## src/rtl/timer_counter_pkg.sv

```systemverilog
// Shared definitions for the countdown timer peripheral:
// register offsets, CTRL bit positions, mode encodings and FSM states.
package timer_counter_pkg;

  localparam logic [1:0] ADDR_CTRL   = 2'd0;
  localparam logic [1:0] ADDR_PRESET = 2'd1;
  localparam logic [1:0] ADDR_COUNT  = 2'd2;

  localparam int CTRL_EN      = 0;
  localparam int CTRL_MODE_LO = 1;
  localparam int CTRL_MODE_HI = 2;
  localparam int CTRL_IM      = 3;
  localparam int CTRL_W       = 4;

  localparam logic [1:0] MODE_ONESHOT = 2'd0;
  localparam logic [1:0] MODE_RELOAD  = 2'd1;

  typedef enum logic [1:0] {
    ST_IDLE = 2'd0,
    ST_LOAD = 2'd1,
    ST_CNT  = 2'd2,
    ST_INT  = 2'd3
  } state_e;

endpackage

```

## src/rtl/timer_counter.sv

```systemverilog
// Memory-mapped countdown timer; raises irq when COUNT reaches zero.
// Bus writes land at the clk edge; rd is combinational from current state.
module timer_counter
  import timer_counter_pkg::*;
#(
  parameter logic [31:0] PRESET_RST = 32'd0
) (
  input  logic        clk,
  input  logic        rst,
  input  logic [1:0]  addr,
  input  logic        we,
  input  logic [31:0] wd,
  output logic [31:0] rd,
  output logic        irq
);

  logic [CTRL_W-1:0] ctrl_q, ctrl_d;
  logic [31:0]       preset_q, preset_d;
  logic [31:0]       count_q, count_d;
  logic              irq_flag_q, irq_flag_d;
  state_e            state_q, state_d;

  logic       en;
  logic       im;
  logic [1:0] mode;
  logic       ctrl_wr;
  logic       preset_wr;

  logic load_cnt, dec_cnt, expire, fsm_clr_en, fsm_clr_flag;

  assign en        = ctrl_q[CTRL_EN];
  assign im        = ctrl_q[CTRL_IM];
  assign mode      = ctrl_q[CTRL_MODE_HI:CTRL_MODE_LO];
  assign ctrl_wr   = we && (addr == ADDR_CTRL);
  assign preset_wr = we && (addr == ADDR_PRESET);

  always_ff @(posedge clk) begin
    if (rst) begin
      state_q <= ST_IDLE;
    end else begin
      state_q <= state_d;
    end
  end

  always_comb begin
    state_d = state_q;
    unique case (state_q)
      ST_IDLE: if (en) state_d = ST_LOAD;
      ST_LOAD: state_d = ST_CNT;
      ST_CNT: begin
        if (!en) begin
          state_d = ST_IDLE;
        end else if (count_q <= 32'd1) begin
          state_d = ST_INT;
        end
      end
      ST_INT:  state_d = ST_IDLE;
    endcase
  end

  always_comb begin
    load_cnt     = 1'b0;
    dec_cnt      = 1'b0;
    expire       = 1'b0;
    fsm_clr_en   = 1'b0;
    fsm_clr_flag = 1'b0;
    unique case (state_q)
      ST_IDLE: ;
      ST_LOAD: load_cnt = 1'b1;
      ST_CNT: begin
        if (en) begin
          if (count_q > 32'd1) begin
            dec_cnt = 1'b1;
          end else begin
            expire = 1'b1;
          end
        end
      end
      ST_INT: begin
        // Modes 2/3 fall back to one-shot behaviour.
        if (mode == MODE_RELOAD) begin
          fsm_clr_flag = 1'b1;
        end else begin
          fsm_clr_en = 1'b1;
        end
      end
    endcase
  end

  // A bus CTRL write takes priority over the FSM's EN clear and flag updates.
  always_comb begin
    ctrl_d = ctrl_q;
    if (fsm_clr_en) ctrl_d[CTRL_EN] = 1'b0;
    if (ctrl_wr)    ctrl_d = wd[CTRL_W-1:0];

    preset_d = preset_q;
    if (preset_wr) preset_d = wd;

    count_d = count_q;
    if (load_cnt)     count_d = preset_q;
    else if (dec_cnt) count_d = count_q - 32'd1;
    else if (expire)  count_d = 32'd0;

    irq_flag_d = irq_flag_q;
    if (expire)       irq_flag_d = 1'b1;
    if (fsm_clr_flag) irq_flag_d = 1'b0;
    if (ctrl_wr)      irq_flag_d = 1'b0;
  end

  always_ff @(posedge clk) begin
    if (rst) begin
      ctrl_q     <= '0;
      preset_q   <= PRESET_RST;
      count_q    <= '0;
      irq_flag_q <= 1'b0;
    end else begin
      ctrl_q     <= ctrl_d;
      preset_q   <= preset_d;
      count_q    <= count_d;
      irq_flag_q <= irq_flag_d;
    end
  end

  always_comb begin
    rd = 32'd0;
    unique case (addr)
      ADDR_CTRL:   rd = {{(32-CTRL_W){1'b0}}, ctrl_q};
      ADDR_PRESET: rd = preset_q;
      ADDR_COUNT:  rd = count_q;
      default:     rd = 32'd0;
    endcase
  end

  assign irq = irq_flag_q & im;

endmodule

```

## config.mk

```make
export PLATFORM = sky130hd
export DESIGN_NAME = timer_counter
export DESIGN_NICKNAME = d
export VERILOG_FILES = /design/src/rtl/timer_counter_pkg.sv /design/src/rtl/timer_counter.sv
export SDC_FILE = /design/constraint.sdc
export NUM_CORES = 1
export LEC_CHECK = 0
export ABC_AREA = 1
export CAP_MARGIN = 5
export CORE_MARGIN = 3
export CORE_UTILIZATION = 53
export DETAILED_ROUTE_END_ITERATION = 8
export GPL_TIMING_DRIVEN = 0
export PLACE_DENSITY = 0.8
export SYNTH_ARGS = -nofsm -noshare
export SYNTH_HDL_FRONTEND = slang
export SYNTH_SLANG_ARGS = --single-unit
```

## constraint.sdc

```tcl
create_clock -name clk -period 1.99 [get_ports clk]
set_input_delay 0.398 -clock clk [delete_from_list [all_inputs] [get_ports clk]]
set_output_delay 0.398 -clock clk [all_outputs]
set_load 0.01 [all_outputs]
```

==> results_dict.tcl <==
set metrics [dict create \
    status "complete, no violations" \
    synth_area_per_cell_um2 6.74 \
    ir_worst_vdd_uv 474 \
    dieHeight_um 92.4 \
    timing.rr.start "count_q[0]$_SDFFE_PP0P_" \
    yosysTopAreaCell "dfxtp_1" \
    netlist_top_cells_count "90 x nand2_1, 87 x inv_1, 71 x dfxtp_1, 70 x nor2_1, 60 x o22ai_1" \
    clockRootBuffer "clkbuf_8" \
    antenna_found_initial 0 \
    clock-sinks 71 \
    place_area_um2 4770 \
    rsz0062_at_grt "false" \
    synthFlopType "dfxtp_1" \
    wl_per_cell_um 17.2 \
    startpoint_type "primary input" \
    r2r_cells 10 \
    p_leak_nw 2.22 \
    finalSetupViolations 0 \
    routed_wl_mm 13.2 \
    nFillCells 629 \
    final_antenna_net_count 0 \
    utilization 0.717 \
    placed_cells 752 \
    regToRegSetupSlack_ns 0.15 \
    yosysUniqueCellTypes 30 \
    grt_pass1_wl_mm 20.7 \
    worst_ep_arrival_time_ns 2.09 \
    crit_start "rst" \
    finalMaxSlewViolations 0 \
    clk_pin_slew_ns 0.07 \
    synth-edff-count 0 \
    clkLatencyLatePin_ns 0.36 \
    cts.htree.levels 3 \
    finalPower_w 0.00323 \
    grt_usage 0.312 \
    area_delta_synth_final_pct 27.2 \
    ys_seq_area_frac 0.359 \
    fp.dieArea_um2 8530 \
    gr-total-overflow 0 \
    cts_tree "yes" \
    synth_top_area_share 0.359 \
    worst-slew-pin-transition_ns 0.595 \
    die_w_um 92.4 \
    drc 0 \
    start_util 0.563 \
    timing.final.hold_violations 0 \
    path_max_fanout 10 \
    synth.net_count 626 \
    drive_gt1_frac 0.165 \
    via_count 4402 \
    globalplace.congestion 0.953 \
    worstSetupPathType "primary input to flop" \
    ys_top_cells_by_area "dfxtp_1 36%, o22ai_1 9.5%, nand2_1 8.5%" \
    period_share 0.944 \
    yosysWarnings 0 \
    fmax_mhz 532 \
    place.port_buffers 69 \
    grt_pass1_vias 4154 \
    hpwl_mm 9.55 \
    synth_async_sr_flop_share 0 \
    first_pass_iters 5 \
    drv_cap 0 \
    synth_seq_cells 71 \
    drtIter0Drc 371 \
    syn_area_um2 3960 \
    ctsHoldBuffers 0 \
    num_io_pins 70 \
    nets 708 \
    n_antenna_cell 0 \
    cts_buffers 9 \
    whs_ns 0.473 \
    finish.instance_area_um2 5030 \
    viasPerCell 5.72 \
    clockBufferDepth 2 \
    grt_max_degree 14 \
    hp-class "flop to flop" \
    crit_path_end "count_q[13]$_SDFFE_PP0P_" \
    required_ns 2.20 \
    syn_inst 587 \
    powerDensity_nw_per_um2 642 \
    cp-end-kind "flop" \
    skew_ns 0.0138 \
    period_minus_slack_ns 1.88 \
    stdcell_count 770 \
    std_cell_rows 30 \
    core_area_um2 7020 \
    yosys.cell_count.top_type "nand2_1" \
    maxSlewHeadroom 0.603 \
    worstReg2RegEnd "count_q[12]$_SDFFE_PP0P_" \
]
==> worst max-delay path: stages <==
cell and delay [ns]:
clkdlybuf4s50_1 0.60, clkbuf_1 0.47, clkbuf_1 0.50, a21oi_1 0.11
==> flip-flops by register name, indices dropped and copies added, names as in the netlist <==
signal and count:
irq_flag_q 1, count_q 32, preset_q 32, state_q 2, ctrl_q 4
==> cell families (layout without fill, tap and decap cells) <==
logic type | after synthesis | count (layout) | share of synthesized area
AND/OR/NAND/NOR | 211 | 211 | 0.240
AO/OA/AOI/OAI | 166 | 166 | 0.236
adder cells (fa/ha/maj) | 2 | 2 | 0.00633
XOR/XNOR | 18 | 18 | 0.0399
buffers and inverters | 119 | 206 | 0.118
flip-flops | 71 | 71 | 0.359
==> repair_timing <==
action,in CTS,in global routing
gates cloned,0,1
gates resized for setup,154,20
pin swaps,0,1
endpoints found under the setup margin,36,48
buffers inserted,0,1
==> layer usage <==
layer  global-route usage  routed length [um]
met1                0.413                5640
met2                0.509                6240
met3               0.0357                 979
met4                0.141                 376
met5                    0                   0
==> power breakdown <==
group	internal [W]	total [W]	leakage [nW]	switching [W]
Combinational	0.000211	0.000527	1.54	0.000316
Sequential	0.00146	0.00148	0.577	0.0000178
Clock	0.000620	0.00122	0.103	0.000603
==> through the flow <==
stage / setup TNS [ns] / setup WS, ns
floorplan: 0 / 0.430
global placement: -22.14 / -0.736
detailed placement: -23.53 / -0.788
CTS: -0.0714 / -0.0241
global route: 0 / 0.0423
finish: 0 / 0.112
==> cell usage in the layout (no fill, tap or decap), drive strengths merged <==
master          n
nor2           86
bufinv          1
nand3          15
o21ai          51
inv            92
dlymetal6s2s    2
a21oi          47
clkinvlp        1
or2             1
ha              2
nand4          12
clkinv          4
o221ai          4
xor2           18
clkdlybuf4s50  35
buf            45
nand2          96
clkbuf         25
and3            1
o21a            3
clkdlybuf4s15   1
dfxtp          71
o22ai          60
a311oi          1
==> layout make-up <==
cell class,instances,area (um2),area share
Timing Repair Buffer,71,573,0.114
Multi-Input combinational cell,397,2180,0.432
Clock buffer,10,138,0.0274
Sequential cell,71,1420,0.283
Clock inverter,6,68.8,0.0137
Tap cell,96,120,0.0239
Buffer,27,181,0.0361
Inverter,92,353,0.0701
==> worst min-delay path by stage <==
stage / startpoint / slack (ns) / to / cells past startpoint
detailed placement: irq_flag_q$_SDFFE_PP0P_ / 0.46 / irq_flag_q$_SDFFE_PP0P_ / 1
CTS: irq_flag_q$_SDFFE_PP0P_ / 0.47 / irq_flag_q$_SDFFE_PP0P_ / 1
floorplan: irq_flag_q$_SDFFE_PP0P_ / 0.44 / irq_flag_q$_SDFFE_PP0P_ / 1
global route: irq_flag_q$_SDFFE_PP0P_ / 0.51 / irq_flag_q$_SDFFE_PP0P_ / 1
global placement: irq_flag_q$_SDFFE_PP0P_ / 0.45 / irq_flag_q$_SDFFE_PP0P_ / 1
finish: irq_flag_q$_SDFFE_PP0P_ / 0.47 / irq_flag_q$_SDFFE_PP0P_ / 1
(Power assumes the default switching activity.)
==> edit 1 (same settings) <==
The package constant `CTRL_W` goes from 4 to 6.
--- a/src/rtl/timer_counter_pkg.sv
+++ b/src/rtl/timer_counter_pkg.sv
@@ -12,3 +12,3 @@
   localparam int CTRL_IM      = 3;
-  localparam int CTRL_W       = 4;
+  localparam int CTRL_W       = 6;
 
Check against the original RTL: not equivalent (a bounded check fails within 4 cycles, from zero or initial values and one cycle with rst high).
==> edit 1 against the unedited design <==
- clock skew decreased by 0.0032 ns
- combinational power rose by 2%
- die area increased by 4.0%
- synthesized cell count is 3.2% higher
- sequential power increased by 3%
- area after synthesis rose by 4.3%
- wire length increased by 0.54%
- worst setup slack improved by 0.0060 ns
- sequential cell count is 2 higher
- cell area is 2.1% higher
- power rose by 4.1%
- sequential share of layout area grew 0.20 points
- cell count grew 2.9%
- utilization is 2.3 points lower
- highest routed layer unchanged
==> edit 1: results (changes against the unedited design) <==
compound-cell area share of the yosys netlist = 0.240 (+0.00446)
later-pin clock latency in the skew report = 0.34 ns (-0.02 ns)
DP HPWL = 9810 microns (+2.8%)
final clock skew = 0.0106 ns (-0.00320 ns)
most frequent cells after synthesis = inv_1 (95), nand2_1 (87), nor2_1 (86), dfxtp_1 (73), o22ai_1 (58)
largest net degree at the start of global routing = 13 (-1)
global-route wire length before repair = 21200 microns (+2.2%)
Post-Route WL = 13300 microns (+0.54%)
DRT iter0 DRCs = 301 (-19%)
gpl congestion = 1.05 (+10%)
Hold Path Origin = preset_q[5]
status = completed
delay-heaviest family, CP = simple AND/OR/NAND/NOR gates
P_leak = 2.25 nW (+1.5%)
synth top area cells = dfxtp_1 (35%), o22ai_1 (8.8%), inv_1 (8.6%), nand2_1 (7.9%), nor2_1 (7.8%)
Distinct cells, synth = 32 (+6.7%)
sequential share of the synthesized area = 0.354 (-0.00523)
gr usage total = 0.311 (-0.000502)
Post-Synth Adder-Cell Area = 0.00606 (-0.000263)
Peak VDD IR = 401 uV (-15%)
share of cells above drive strength 1 = 0.150 (-0.0146)
Syn Nets = 645 (+3.0%)
Layout Nets = 727 (+2.7%)
Vias/cell = 5.65 (-1.1%)
Critical Path Max Stage Delay = 0.34 ns (-0.26 ns)
Crit-path slowest cell = dfxtp_1
number of global-route vias before repair = 4196 (+1.0%)
Least-Margin Pin Slew = 0.700 ns (+0.104 ns)
Synth Area in XOR/XNOR = 0.0446 (+0.00471)
startpoint types = flip-flop
port bufs = 69 (unchanged)
## edit 1: kinds of logic (layout without fill, tap and decap cells)
family	Yosys count	in the layout
buffers and inverters	123	210
AND/OR/NAND/NOR	217	217
AO/OA/AOI/OAI	170	170
flip-flops	73	73
adder cells (fa/ha/maj)	2	2
XOR/XNOR	21	21
## edit 1: worst min-delay path, cell delays in order, from the launching register on
cell and delay [ns]:
dfxtp_1 0.30, inv_1 0.08, a21oi_1 0.06
## edit 1: report_power, final
group | leakage, nW | switching [W] | internal [W] | total [W]
combinational | 1.56 | 0.000331 | 0.000208 | 0.000540
sequential | 0.593 | 0.0000184 | 0.00151 | 0.00152
clock | 0.105 | 0.000586 | 0.000714 | 0.00130
## edit 1: worst paths after layout
path                                     to  cells past startpoint  slack [ns]
worst max register to register   count_q[8]                     12        0.12
worst min register to register  preset_q[5]                      2        0.49
worst min-delay path            preset_q[5]                      2        0.49
worst max-delay path             count_q[8]                     12        0.12
## edit 1: stage by stage
stage	std cells	worst slack (ns)	TNS [ns]	cell area (sq um)	hold slack, ns
3_5_place_dp	774	-0.748	-21.06	4940	0.479
4_1_cts	792	0.000628	0	5130	0.491
2_1_floorplan	606	0.376	0	4130	0.441
6_report	792	0.118	0	5140	0.494
5_1_grt	792	0.0162	0	5140	0.518
3_3_place_gp	774	-0.737	-20.16	4940	0.459
## edit 1: layout make-up
| class | instances | area, sq um |
|---|---|---|
| plain buffers | 26 | 168 |
| inverters | 97 | 372 |
| clock buffers | 12 | 135 |
| fillers | 650 | 2270 |
| well taps | 99 | 124 |
| flip-flops and latches | 73 | 1460 |
| clock inverters | 4 | 77.6 |
| repair buffers | 71 | 554 |
| multi-input cells | 410 | 2240 |
## edit 1: repair_timing
item | 4_1_cts | 5_1_grt
setup endpoints to repair | 32 | 62
pin swaps | 1 | 1
resized for setup | 153 | 2
setup buffers | 2 | 0
cloned | 0 | 0
## edit 1: layer usage
layer | share of wire | global-route usage
met5 | 0 | 0
met2 | 0.45 | 0.481
met4 | 0.023 | 0.122
met3 | 0.084 | 0.0433
met1 | 0.44 | 0.437
==> edit 2 (config.mk and constraints unchanged) <==
Made on the original files. Make the reset (`rst`) asynchronous in 2 clocked blocks.
--- a/src/rtl/timer_counter.sv
+++ b/src/rtl/timer_counter.sv
@@ -36,3 +36,3 @@
 
-  always_ff @(posedge clk) begin
+  always_ff @(posedge clk or posedge rst) begin
     if (rst) begin
@@ -109,3 +109,3 @@
 
-  always_ff @(posedge clk) begin
+  always_ff @(posedge clk or posedge rst) begin
     if (rst) begin
Check against the original RTL: differs if rst is asserted again (counterexample within 4 cycles, from zero or initial values and one cycle with rst high); with rst held inactive, the same outputs for 4 cycles.
==> edit 2 against the unedited design <==
- cell count grew 2.5%
- count of clock-buffer cells in the layout down 1
- wire length up 0.55%
- sequential cell count unchanged
- first-iteration DRC count shrank 25%
- worst setup slack got worse by 0.099 ns
- worst hold slack gained 0.017 ns
- maximum frequency is 5.0% lower
- cell area up 11%
- utilization down 1.2 points
- critical endpoint is now rd[13]
- global-route usage is 2.7 points lower
- area after synthesis grew 12%
Power is not compared: it rests on default switching activity, and its combinational part moved more than twofold at a synthesized area within 25%.
==> edit 2: results (changes against the unedited design) <==
gpl congestion = 1.00 (+5.2%)
most frequent cells after synthesis = nand2_1 (137), inv_1 (86), nor2_1 (81), dfrtp_1 (71), o22ai_1 (42)
Seq area share = 0.318 (+0.0353)
drt first pass iters = 7 (+2)
multi-input gates = 421 (+6.0%)
# Post-CTS Setup Buffers = 3 (+3)
Routed WL per cell = 16.9 microns (-1.9%)
dpl ws = -1.09 ns (-0.300 ns)
# resized after CTS = 117 (-24%)
Signal buffers = 91 (-7.1%)
Yosys Warn Count = 0 (unchanged)
WP data arrival = 1.58 ns (-0.51 ns)
global-route wire length before repair = 21900 microns (+5.7%)
Horiz. Die Dim = 97.5 microns (+5.6%)
syn_area_per_cell = 7.42 sq um (+10%)
sequential power share = 0.351
Synth async-reset ratio = 1.00 (+1.00)
# fillers = 647 (+2.9%)
sequential share of the synthesized area = 0.400 (+0.0406)
headroom to the max-slew limit = 0.512 (-0.0913)
TritonCTS clock tree = built
Crit-path slowest cell = clkdlybuf4s15_1
Non-clock buffering overhead = 0.150 (-0.000231)
placed cells = 770 (+2.4%)
P_int = 0.00371 W
clkbuf count = 9 (-1)
DRT iter0 DRCs = 279 (-25%)
Clock transition at path regs = 0.09 ns (+0.02 ns)
initial antenna violation count = 0 (unchanged)
Hold WC Path Type = in -> async
largest net degree at the start of global routing = 41 (+27)
total area of sequential cells = 1780 sq um (+25%)
vias = 4482 (+1.8%)
share of cells above drive strength 1 = 0.170 (+0.00562)
Clock-cell share = 0.0365 (-0.00455)
Syn Nets = 638 (+1.9%)
Layout Nets = 721 (+1.8%)
area of the multi-input gates = 2310 sq um (+6.1%)
status = completed
Critical Path Max Stage Delay = 0.27 ns (-0.33 ns)
Vias/cell = 5.68 (-0.63%)
Yosys reg bits = 71 (unchanged)
Distinct cells, synth = 34 (+13%)
clk buf depth = 2 (unchanged)
Non-clk invs = 88 (-4.3%)
synth top area cells = dfrtp_1 (40%), nand2_1 (12%), inv_1 (7.3%), nor2_1 (6.8%), o22ai_1 (5.9%)
Synth Flop Type = dfrtp_1
Cell Area, Placed = 5270 sq um (+11%)
port bufs = 68 (-1.4%)
gr usage total = 0.285 (-0.0266)
final clock skew = 0.00961 ns (-0.00420 ns)
DP HPWL = 9560 microns (+0.15%)
==> edit 2: worst paths after layout <==
kind                       cells past startpoint  slack (ns)           end         from
max                                            6        0.01        rd[13]      addr[0]
min                                            2        0.49  preset_q[30]          rst
max reg2reg                                   11        0.09   count_q[24]   count_q[0]
min reg2reg                                    2        0.49   preset_q[1]  preset_q[1]
max in group asynchronous                      3        0.85   count_q[12]          rst
min in group clk                               2        0.49   preset_q[1]  preset_q[1]
==> edit 2: cells by family after synthesis <==
family | count (synthesis) | share of synthesized area
flip-flops | 71 | 0.400
AO/OA/AOI/OAI | 103 | 0.136
adder cells (fa/ha/maj) | 2 | 0.00563
XOR/XNOR | 11 | 0.0217
buffers and inverters | 107 | 0.0969
AND/OR/NAND/NOR | 305 | 0.339
==> edit 2: layer usage <==
layer / wire length, microns / vias to the layer above / track usage
met5: 0 / - / 0
li1: - / 2114 / -
met1: 5600 / 2125 / 0.374
met3: 1140 / 22 / 0.0646
met2: 6310 / 221 / 0.463
met4: 264 / 0 / 0.103
